<file path="src/rtl/fetch_unit_if.sv">
// fetch_unit_if: bundles the imem port, the redirect request and the
// downstream instruction handshake of the fetch unit.
//   master : the fetch unit (drives imem address and downstream instruction)
//   slave  : the surrounding core/ROM (drives stall, redirect, imem data)
interface fetch_unit_if #(
  parameter int unsigned PC_WIDTH   = 12,
  parameter int unsigned INSN_WIDTH = 32
);
  // downstream / control inputs to the fetch unit
  logic                  stall;
  logic                  redirect_valid;
  logic [PC_WIDTH-1:0]   redirect_target;
  // imem side
  logic [PC_WIDTH-1:0]   address_imem;
  logic [INSN_WIDTH-1:0] q_imem;
  // downstream instruction
  logic [INSN_WIDTH-1:0] insn_out;
  logic                  insn_valid;
  logic [PC_WIDTH-1:0]   pc_out;
  logic [PC_WIDTH-1:0]   pc_plus1_out;

  modport master (
    input  stall, redirect_valid, redirect_target, q_imem,
    output address_imem, insn_out, insn_valid, pc_out, pc_plus1_out
  );

  modport slave (
    output stall, redirect_valid, redirect_target, q_imem,
    input  address_imem, insn_out, insn_valid, pc_out, pc_plus1_out
  );
endinterface

</file>
<file path="src/rtl/fetch_unit.sv">
// fetch_unit: instruction-fetch front end between a synchronous
// (one-cycle latency) instruction ROM and the datapath. Owns the PC,
// tracks the in-flight ROM request, and delivers instructions through an
// output register backed by a one-entry skid buffer so stalls never drop
// or duplicate a fetched word. A redirect flushes all in-flight state.
// Ports:
//   clock  - rising-edge clock
//   reset  - asynchronous, active-high reset
//   bus    - fetch_unit_if.master: stall/redirect in, imem address/data,
//            insn_out/insn_valid/pc_out/pc_plus1_out downstream
module fetch_unit #(
  parameter int unsigned PC_WIDTH   = 12,
  parameter int unsigned INSN_WIDTH = 32,
  parameter int unsigned RESET_PC   = 0
) (
  input  logic          clock,
  input  logic          reset,
  fetch_unit_if.master  bus
);

  // instruction word paired with the address it was fetched from
  typedef struct packed {
    logic [INSN_WIDTH-1:0] insn;
    logic [PC_WIDTH-1:0]   pc;
  } entry_t;

  localparam logic [PC_WIDTH-1:0] RESET_PC_W = PC_WIDTH'(RESET_PC);

  logic [PC_WIDTH-1:0] pc_q, pc_d;
  logic                req_valid_q, req_valid_d;
  logic [PC_WIDTH-1:0] req_pc_q, req_pc_d;
  logic                out_valid_q, out_valid_d;
  entry_t              out_q, out_d;
  logic                skid_valid_q, skid_valid_d;
  entry_t              skid_q, skid_d;

  logic   issue_c;
  logic   out_free_c;
  entry_t ret_c;

  // ROM word returning this cycle, tagged with the address that requested it
  assign ret_c = '{insn: bus.q_imem, pc: req_pc_q};

  // stop fetching only when a stalled output could not absorb another word
  assign issue_c    = ~(bus.stall & out_valid_q & (skid_valid_q | req_valid_q));
  assign out_free_c = ~out_valid_q | ~bus.stall;

  // next-state logic for fetch, output and skid stages
  always_comb begin
    pc_d         = pc_q;
    req_valid_d  = req_valid_q;
    req_pc_d     = req_pc_q;
    out_valid_d  = out_valid_q;
    out_d        = out_q;
    skid_valid_d = skid_valid_q;
    skid_d       = skid_q;

    if (bus.redirect_valid) begin
      // flush everything; the word returning this cycle is discarded
      pc_d         = bus.redirect_target;
      req_valid_d  = 1'b0;
      out_valid_d  = 1'b0;
      skid_valid_d = 1'b0;
    end else begin
      // output stage
      if (out_free_c) begin
        if (skid_valid_q) begin
          out_valid_d = 1'b1;
          out_d       = skid_q;
          if (req_valid_q) begin
            skid_d = ret_c;
          end else begin
            skid_valid_d = 1'b0;
          end
        end else if (req_valid_q) begin
          out_valid_d = 1'b1;
          out_d       = ret_c;
        end else begin
          out_valid_d = 1'b0;
        end
      end else if (req_valid_q) begin
        // output held; skid is necessarily empty because issue was blocked
        skid_valid_d = 1'b1;
        skid_d       = ret_c;
      end

      // fetch stage
      if (issue_c) begin
        req_valid_d = 1'b1;
        req_pc_d    = pc_q;
        pc_d        = pc_q + PC_WIDTH'(1);
      end else begin
        req_valid_d = 1'b0;
      end
    end
  end

  // state registers
  always_ff @(posedge clock or posedge reset) begin
    if (reset) begin
      pc_q         <= RESET_PC_W;
      req_valid_q  <= 1'b0;
      req_pc_q     <= '0;
      out_valid_q  <= 1'b0;
      out_q        <= '0;
      skid_valid_q <= 1'b0;
      skid_q       <= '0;
    end else begin
      pc_q         <= pc_d;
      req_valid_q  <= req_valid_d;
      req_pc_q     <= req_pc_d;
      out_valid_q  <= out_valid_d;
      out_q        <= out_d;
      skid_valid_q <= skid_valid_d;
      skid_q       <= skid_d;
    end
  end

  assign bus.address_imem = pc_q;
  assign bus.insn_out     = out_q.insn;
  assign bus.insn_valid   = out_valid_q;
  assign bus.pc_out       = out_q.pc;
  // link address for jal; wraps with the PC
  assign bus.pc_plus1_out = out_q.pc + PC_WIDTH'(1);

endmodule

</file>
<file path="src/flat_wrapper.sv">
// flat-port wrapper written by rule: the top's interface ports become plain ports
module fetch_unit_flat 
#(
  parameter int unsigned PC_WIDTH   = 12,
  parameter int unsigned INSN_WIDTH = 32,
  parameter int unsigned RESET_PC   = 0
)
  (clock, reset, bus_stall, bus_redirect_valid, bus_redirect_target, bus_q_imem, bus_address_imem, bus_insn_out, bus_insn_valid, bus_pc_out, bus_pc_plus1_out);
  fetch_unit_if #(.PC_WIDTH(PC_WIDTH), .INSN_WIDTH(INSN_WIDTH)) bus_i ();
  input  logic clock;
  input  logic reset;
  input wire logic [$bits(bus_i.stall)-1:0] bus_stall;
  input wire logic [$bits(bus_i.redirect_valid)-1:0] bus_redirect_valid;
  input wire logic [$bits(bus_i.redirect_target)-1:0] bus_redirect_target;
  input wire logic [$bits(bus_i.q_imem)-1:0] bus_q_imem;
  output wire logic [$bits(bus_i.address_imem)-1:0] bus_address_imem;
  output wire logic [$bits(bus_i.insn_out)-1:0] bus_insn_out;
  output wire logic [$bits(bus_i.insn_valid)-1:0] bus_insn_valid;
  output wire logic [$bits(bus_i.pc_out)-1:0] bus_pc_out;
  output wire logic [$bits(bus_i.pc_plus1_out)-1:0] bus_pc_plus1_out;
  assign bus_i.stall = bus_stall;
  assign bus_i.redirect_valid = bus_redirect_valid;
  assign bus_i.redirect_target = bus_redirect_target;
  assign bus_i.q_imem = bus_q_imem;
  assign bus_address_imem = bus_i.address_imem;
  assign bus_insn_out = bus_i.insn_out;
  assign bus_insn_valid = bus_i.insn_valid;
  assign bus_pc_out = bus_i.pc_out;
  assign bus_pc_plus1_out = bus_i.pc_plus1_out;
  fetch_unit #(.PC_WIDTH(PC_WIDTH), .INSN_WIDTH(INSN_WIDTH), .RESET_PC(RESET_PC)) u_core (.clock(clock), .reset(reset), .bus(bus_i));
endmodule
</file>
<file path="config.mk">
export PLATFORM = sky130hd
export DESIGN_NAME = fetch_unit_flat
export DESIGN_NICKNAME = d
export VERILOG_FILES = /design/src/rtl/fetch_unit_if.sv /design/src/rtl/fetch_unit.sv /design/src/flat_wrapper.sv
export SDC_FILE = /design/constraint.sdc
export NUM_CORES = 1
export LEC_CHECK = 0
export CORE_MARGIN = 10
export CORE_UTILIZATION = 30
export DETAILED_ROUTE_END_ITERATION = 10
export GPL_ROUTABILITY_DRIVEN = 0
export PLACE_DENSITY = 0.66
export SYNTH_ARGS = -nofsm -noshare
export SYNTH_HDL_FRONTEND = slang
export SYNTH_SLANG_ARGS = --single-unit
</file>
<file path="constraint.sdc">
create_clock -name clock -period 3.75 [get_ports clock]
set_clock_uncertainty 0.2 [all_clocks]
set_input_delay 0.5625 -clock clock [delete_from_list [all_inputs] [get_ports clock]]
set_output_delay 0.5625 -clock clock [all_outputs]
set_load 0.02 [all_outputs]
</file>
==> Flow_metrics.wiki <==
{| class="wikitable"
! Metric !! Value
|-
| Number of unique standard cell types used by synthesis || 31
|-
| Root buffer selected by CTS || sky130_fd_sc_hd__clkbuf_16
|-
| Crit-path max FO || 7
|-
| Power per Cell Area || 637 nW/µm²
|-
| Post-Syn Nets || 470
|-
| Pre-antenna DRT Iters || 4
|-
| Avg Vias per Cell || 4.57
|-
| Worst reg2reg path startpoint || u_core.bus.insn_valid$_DFFE_PP0P_
|-
| Final-stage net count || 590
|-
| Critical path buffers and inverters || 1
|-
| Overall track demand over capacity in global routing || 0.111
|-
| CP cell instances || and4_1 > nand4_1 > nor3_1 > xor2_1 > clkdlybuf4s50_1
|-
| Critical path startpoint category || flop
|-
| Minimum clock period after layout || 3.23 ns
|-
| Post-cts sizing count || 0
|-
| Simple-gate portion of the synthesized area || 0.0834
|-
| Hold Crit Start || u_core.skid_q[22]$_DFFE_PP0P_
|-
| Cell area after layout || 7050 µm²
|-
| Data required, critical path || 2.99 ns
|-
| Top cell family by delay on the critical path || simple AND/OR/NAND/NOR gates
|-
| TritonCTS clock tree || yes
|-
| IO Count || 117
|-
| Drc violations || 0
|-
| Adder-cell area share of the yosys netlist || 0.00494
|-
| Total of endpoints with negative setup slack in the final report || 0
|-
| Horizontal die dimension || 150 µm
|-
| Slowest cell on the critical path || sky130_fd_sc_hd__clkdlybuf4s50_1
|-
| Unrepaired setup endpoints after global routing || false
|-
| Number of cells produced by synthesis || 420
|-
| Antenna cells || 0
|-
| Element type at the critical path end || output pin
|-
| Number of buffers added by the clock tree synthesis step || 17
|-
| Number of port buffers || 116
|-
| Pin count of the biggest net entering global routing || 89
|-
| DR WL/cell || 15.9 µm
|-
| Max IR drop VDD || 0.000375 V
|-
| Pins over their slew limit || 0
|-
| Fraction of the mapped netlist area in compound gates || 0.0659
|-
| Parity-gate share of the synthesized area counting xor and xnor cells || 0.0346
|-
| Global-route wire length before repair || 19.6 mm
|-
| Hold-fix buffers, CTS || 0
|-
| Number of vias in the routed layout || 3531
|-
| Initial Util || 0.306
|-
| Netlist Area Pre-Place || 5070 µm²
|-
| Number of antenna violations at the first check in global routing || 0
|-
| Leakage dissipation || 2.81 nW
|-
| Clk sink count || 115
|-
| Fmax || 310 MHz
|-
| Reg-to-reg setup timing slack || 1.66 ns
|-
| Number of maximum-capacitance violations || 0
|-
| Cell count after placement || 741
|-
| Crit share post-route || 0.861
|-
| Clock Pin Slew Worst Setup and Hold Paths || 0.05 ns
|-
| Run status || completed
|-
| Remaining antenna violation count after routing || 0
|-
| Clock network latency to the later pin of the worst-skew pair || 0.41 ns
|-
| # H-tree levels || 4
|-
| Area of the core || 16600 µm²
|-
| Maximum number of buffers from clock root to sink || 2
|-
| Multiplexer share of the synthesized area || 0.216
|-
| Final HPWL from detailed placement || 8.63 mm
|-
| Critical path type || flop to output pin
|-
| Class of the tightest hold or removal check || flop to flop
|-
| Slowest stage delay, CP || 0.69 ns
|-
| Post-Route WL || 12.3 mm
|-
| Critical path data arrival time || 2.46 ns
|-
| Row count || 47
|-
| R2R depth || 4
|-
| Pwr Total || 4.49 mW
|-
| Worst hold slack across all endpoints || 0.302 ns
|-
| Worst max-slew margin expressed relative to the limit || 0.418
|-
| Via count of the first global-routing pass || 3694
|-
| Starting DRC count in detailed routing || 169
|-
| Final Hold Fails || 0
|-
| Synthesized area per cell || 12.1 µm²
|-
| Register area share after synthesis || 0.568
|-
| Die Height || 150 µm
|-
| Share of cells above drive strength 1 || 0.179
|-
| P&R area growth vs syn || 39.2%
|-
| Final Non-Filler Cells || 772
|-
| Dominant combinational cell family by area after synthesis || multiplexers
|-
| Seq cells post-synth || 115
|-
| Number of setup buffers added after CTS || 0
|-
| Pin slew with the least headroom to its limit || 0.872 ns
|-
| Die area || 22500 µm²
|-
| Worst hold stages || 1
|-
| Synthesis Warnings || 0
|-
| Placed cell areas || 6470 µm²
|-
| Sink of the worst hold path || u_core.skid_q[22]$_DFFE_PP0P_
|-
| Sum of overflow across all layers after global routing || 0
|-
| Crit Reg-Reg Endpoint || u_core.skid_q[40]$_DFFE_PP0P_
|-
| Setup TNS || 0 ns
|}
-- final cells by class --
| class | instances | area (µm²) |
|---|---|---|
| Inverter | 4 | 18.8 |
| Clock inverter | 11 | 138 |
| Sequential cell | 115 | 2880 |
| Multi-Input combinational cell | 279 | 2060 |
| Tap cell | 220 | 275 |
| Fill cell | 1584 | 9530 |
| Timing Repair Buffer | 123 | 1240 |
| Clock buffer | 20 | 447 |
-- worst register-to-register path: stages (launching register included) --
cell and delay (ns):
sky130_fd_sc_hd__dfrtp_1 0.50, sky130_fd_sc_hd__a21oi_2 0.12, sky130_fd_sc_hd__nor3b_4 0.17, sky130_fd_sc_hd__buf_4 0.53
sky130_fd_sc_hd__mux2_2 0.43
-- power breakdown --
group	internal [mW]	switching [mW]	leakage [nW]
clock network	1.05	0.542	0.281
logic	0.591	0.549	1.18
registers	1.55	0.216	1.35
-- how the worst max path moves through the flow --
stage / start / to / slack, ns / depth (start not counted)
after floorplan: u_core.bus.pc_out[3]$_DFFE_PP0P_ / bus_pc_plus1_out[11] / 1.48 / 4
after global placement: bus_stall / u_core.skid_q[26]$_DFFE_PP0P_ / 1.00 / 5
after detailed placement: bus_stall / u_core.skid_q[40]$_DFFE_PP0P_ / 0.93 / 5
after CTS: u_core.bus.pc_out[3]$_DFFE_PP0P_ / bus_pc_plus1_out[11] / 0.53 / 5
after global routing: u_core.bus.pc_out[3]$_DFFE_PP0P_ / bus_pc_plus1_out[11] / 0.39 / 5
final: u_core.bus.pc_out[3]$_DFFE_PP0P_ / bus_pc_plus1_out[11] / 0.52 / 5
-- synth_stat cells --
master                     number  share of area
sky130_fd_sc_hd__buf_6          4         0.0089
sky130_fd_sc_hd__mux2i_1       45          0.089
sky130_fd_sc_hd__nand4_1        4         0.0049
sky130_fd_sc_hd__o211ai_2       1         0.0025
sky130_fd_sc_hd__nor4_1         1         0.0012
sky130_fd_sc_hd__or3_1          1         0.0012
sky130_fd_sc_hd__mux2_2        57           0.13
sky130_fd_sc_hd__xor2_1        10          0.017
sky130_fd_sc_hd__and4_1         2         0.0035
sky130_fd_sc_hd__buf_2          8         0.0079
sky130_fd_sc_hd__clkbuf_1       7         0.0052
sky130_fd_sc_hd__nor2_1        52          0.039
sky130_fd_sc_hd__xnor2_1       10          0.017
sky130_fd_sc_hd__nor3b_4        1         0.0037
sky130_fd_sc_hd__a211oi_2       1         0.0025
sky130_fd_sc_hd__ha_1           2         0.0049
sky130_fd_sc_hd__nand2_1       17          0.013
sky130_fd_sc_hd__nor2b_1        1         0.0012
sky130_fd_sc_hd__nor3_1         3         0.0030
sky130_fd_sc_hd__buf_4          1         0.0015
sky130_fd_sc_hd__nor4b_1        2         0.0035
sky130_fd_sc_hd__nand3_1        9         0.0089
sky130_fd_sc_hd__o21ai_0       10         0.0099
sky130_fd_sc_hd__dfrtp_1      115           0.57
sky130_fd_sc_hd__buf_1          2         0.0015
sky130_fd_sc_hd__a221o_1        1         0.0020
sky130_fd_sc_hd__and3_1         1         0.0012
sky130_fd_sc_hd__a21oi_2        1         0.0017
sky130_fd_sc_hd__a21oi_1       46          0.045
sky130_fd_sc_hd__inv_1          4         0.0030
sky130_fd_sc_hd__o211a_1        1         0.0020
-- cells in the final DEF (no fill, tap or decap) --
| master | instances |
|---|---|
| sky130_fd_sc_hd__clkinvlp_4 | 4 |
| sky130_fd_sc_hd__clkdlybuf4s50_1 | 116 |
| sky130_fd_sc_hd__and4_1 | 2 |
| sky130_fd_sc_hd__a211oi_4 | 1 |
| sky130_fd_sc_hd__nor4b_1 | 2 |
| sky130_fd_sc_hd__nor2b_1 | 1 |
| sky130_fd_sc_hd__nor3b_4 | 1 |
| sky130_fd_sc_hd__mux2i_1 | 45 |
| sky130_fd_sc_hd__dfrtp_2 | 1 |
| sky130_fd_sc_hd__bufinv_16 | 3 |
| sky130_fd_sc_hd__ha_1 | 2 |
| sky130_fd_sc_hd__nand3_1 | 9 |
| sky130_fd_sc_hd__nor2_1 | 52 |
| sky130_fd_sc_hd__dfrtp_1 | 114 |
| sky130_fd_sc_hd__a21oi_1 | 46 |
| sky130_fd_sc_hd__nor3_1 | 3 |
| sky130_fd_sc_hd__clkbuf_8 | 1 |
| sky130_fd_sc_hd__nand2_1 | 17 |
| sky130_fd_sc_hd__mux2_2 | 57 |
| sky130_fd_sc_hd__clkinv_2 | 5 |
| sky130_fd_sc_hd__a221o_1 | 1 |
| sky130_fd_sc_hd__a21oi_2 | 1 |
| sky130_fd_sc_hd__o211ai_2 | 1 |
| sky130_fd_sc_hd__o211a_1 | 1 |
| sky130_fd_sc_hd__and3_1 | 1 |
| sky130_fd_sc_hd__inv_1 | 3 |
| sky130_fd_sc_hd__nand4_1 | 4 |
| sky130_fd_sc_hd__clkbuf_1 | 2 |
| sky130_fd_sc_hd__buf_4 | 5 |
| sky130_fd_sc_hd__or3_1 | 1 |
| sky130_fd_sc_hd__xor2_1 | 10 |
| sky130_fd_sc_hd__clkbuf_16 | 17 |
| sky130_fd_sc_hd__o21ai_0 | 10 |
| sky130_fd_sc_hd__xnor2_1 | 10 |
| sky130_fd_sc_hd__buf_12 | 2 |
| sky130_fd_sc_hd__nor4_1 | 1 |
-- per-stage QoR --
| step | setup WS (ns) | utilization |
|---|---|---|
| 2_1_floorplan | 1.48 | - |
| 3_3_place_gp | 1.00 | 0.390 |
| 3_5_place_dp | 0.933 | 0.390 |
| 4_1_cts | 0.529 | 0.425 |
| 5_1_grt | 0.387 | 0.425 |
| 6_report | 0.523 | 0.425 |
-- logic make-up after synthesis --
family | Yosys count
adder cells (fa/ha/maj) | 2
AO/OA/AOI/OAI | 61
buffers and inverters | 26
flip-flops | 115
AND/OR/NAND/NOR | 94
XOR/XNOR | 20
multiplexers | 102
-- flip-flops by register name (all words and copies together) (netlist names) --
name,count
u_core.bus.insn_out,32
u_core.bus.pc_out,12
u_core.bus.address_imem,12
u_core.skid_q,44
u_core.req_valid_q,1
u_core.bus.insn_valid,1
u_core.req_pc_q,12
u_core.skid_valid_q,1
-- routing by layer --
metal	share of wire	GRT usage	wire length [µm]
met5	0	0	0
met4	0.011	0.0398	141
met3	0.069	0.0465	848
met2	0.47	0.175	5760
met1	0.45	0.134	5540
Power figures use the tool's default switching activity.
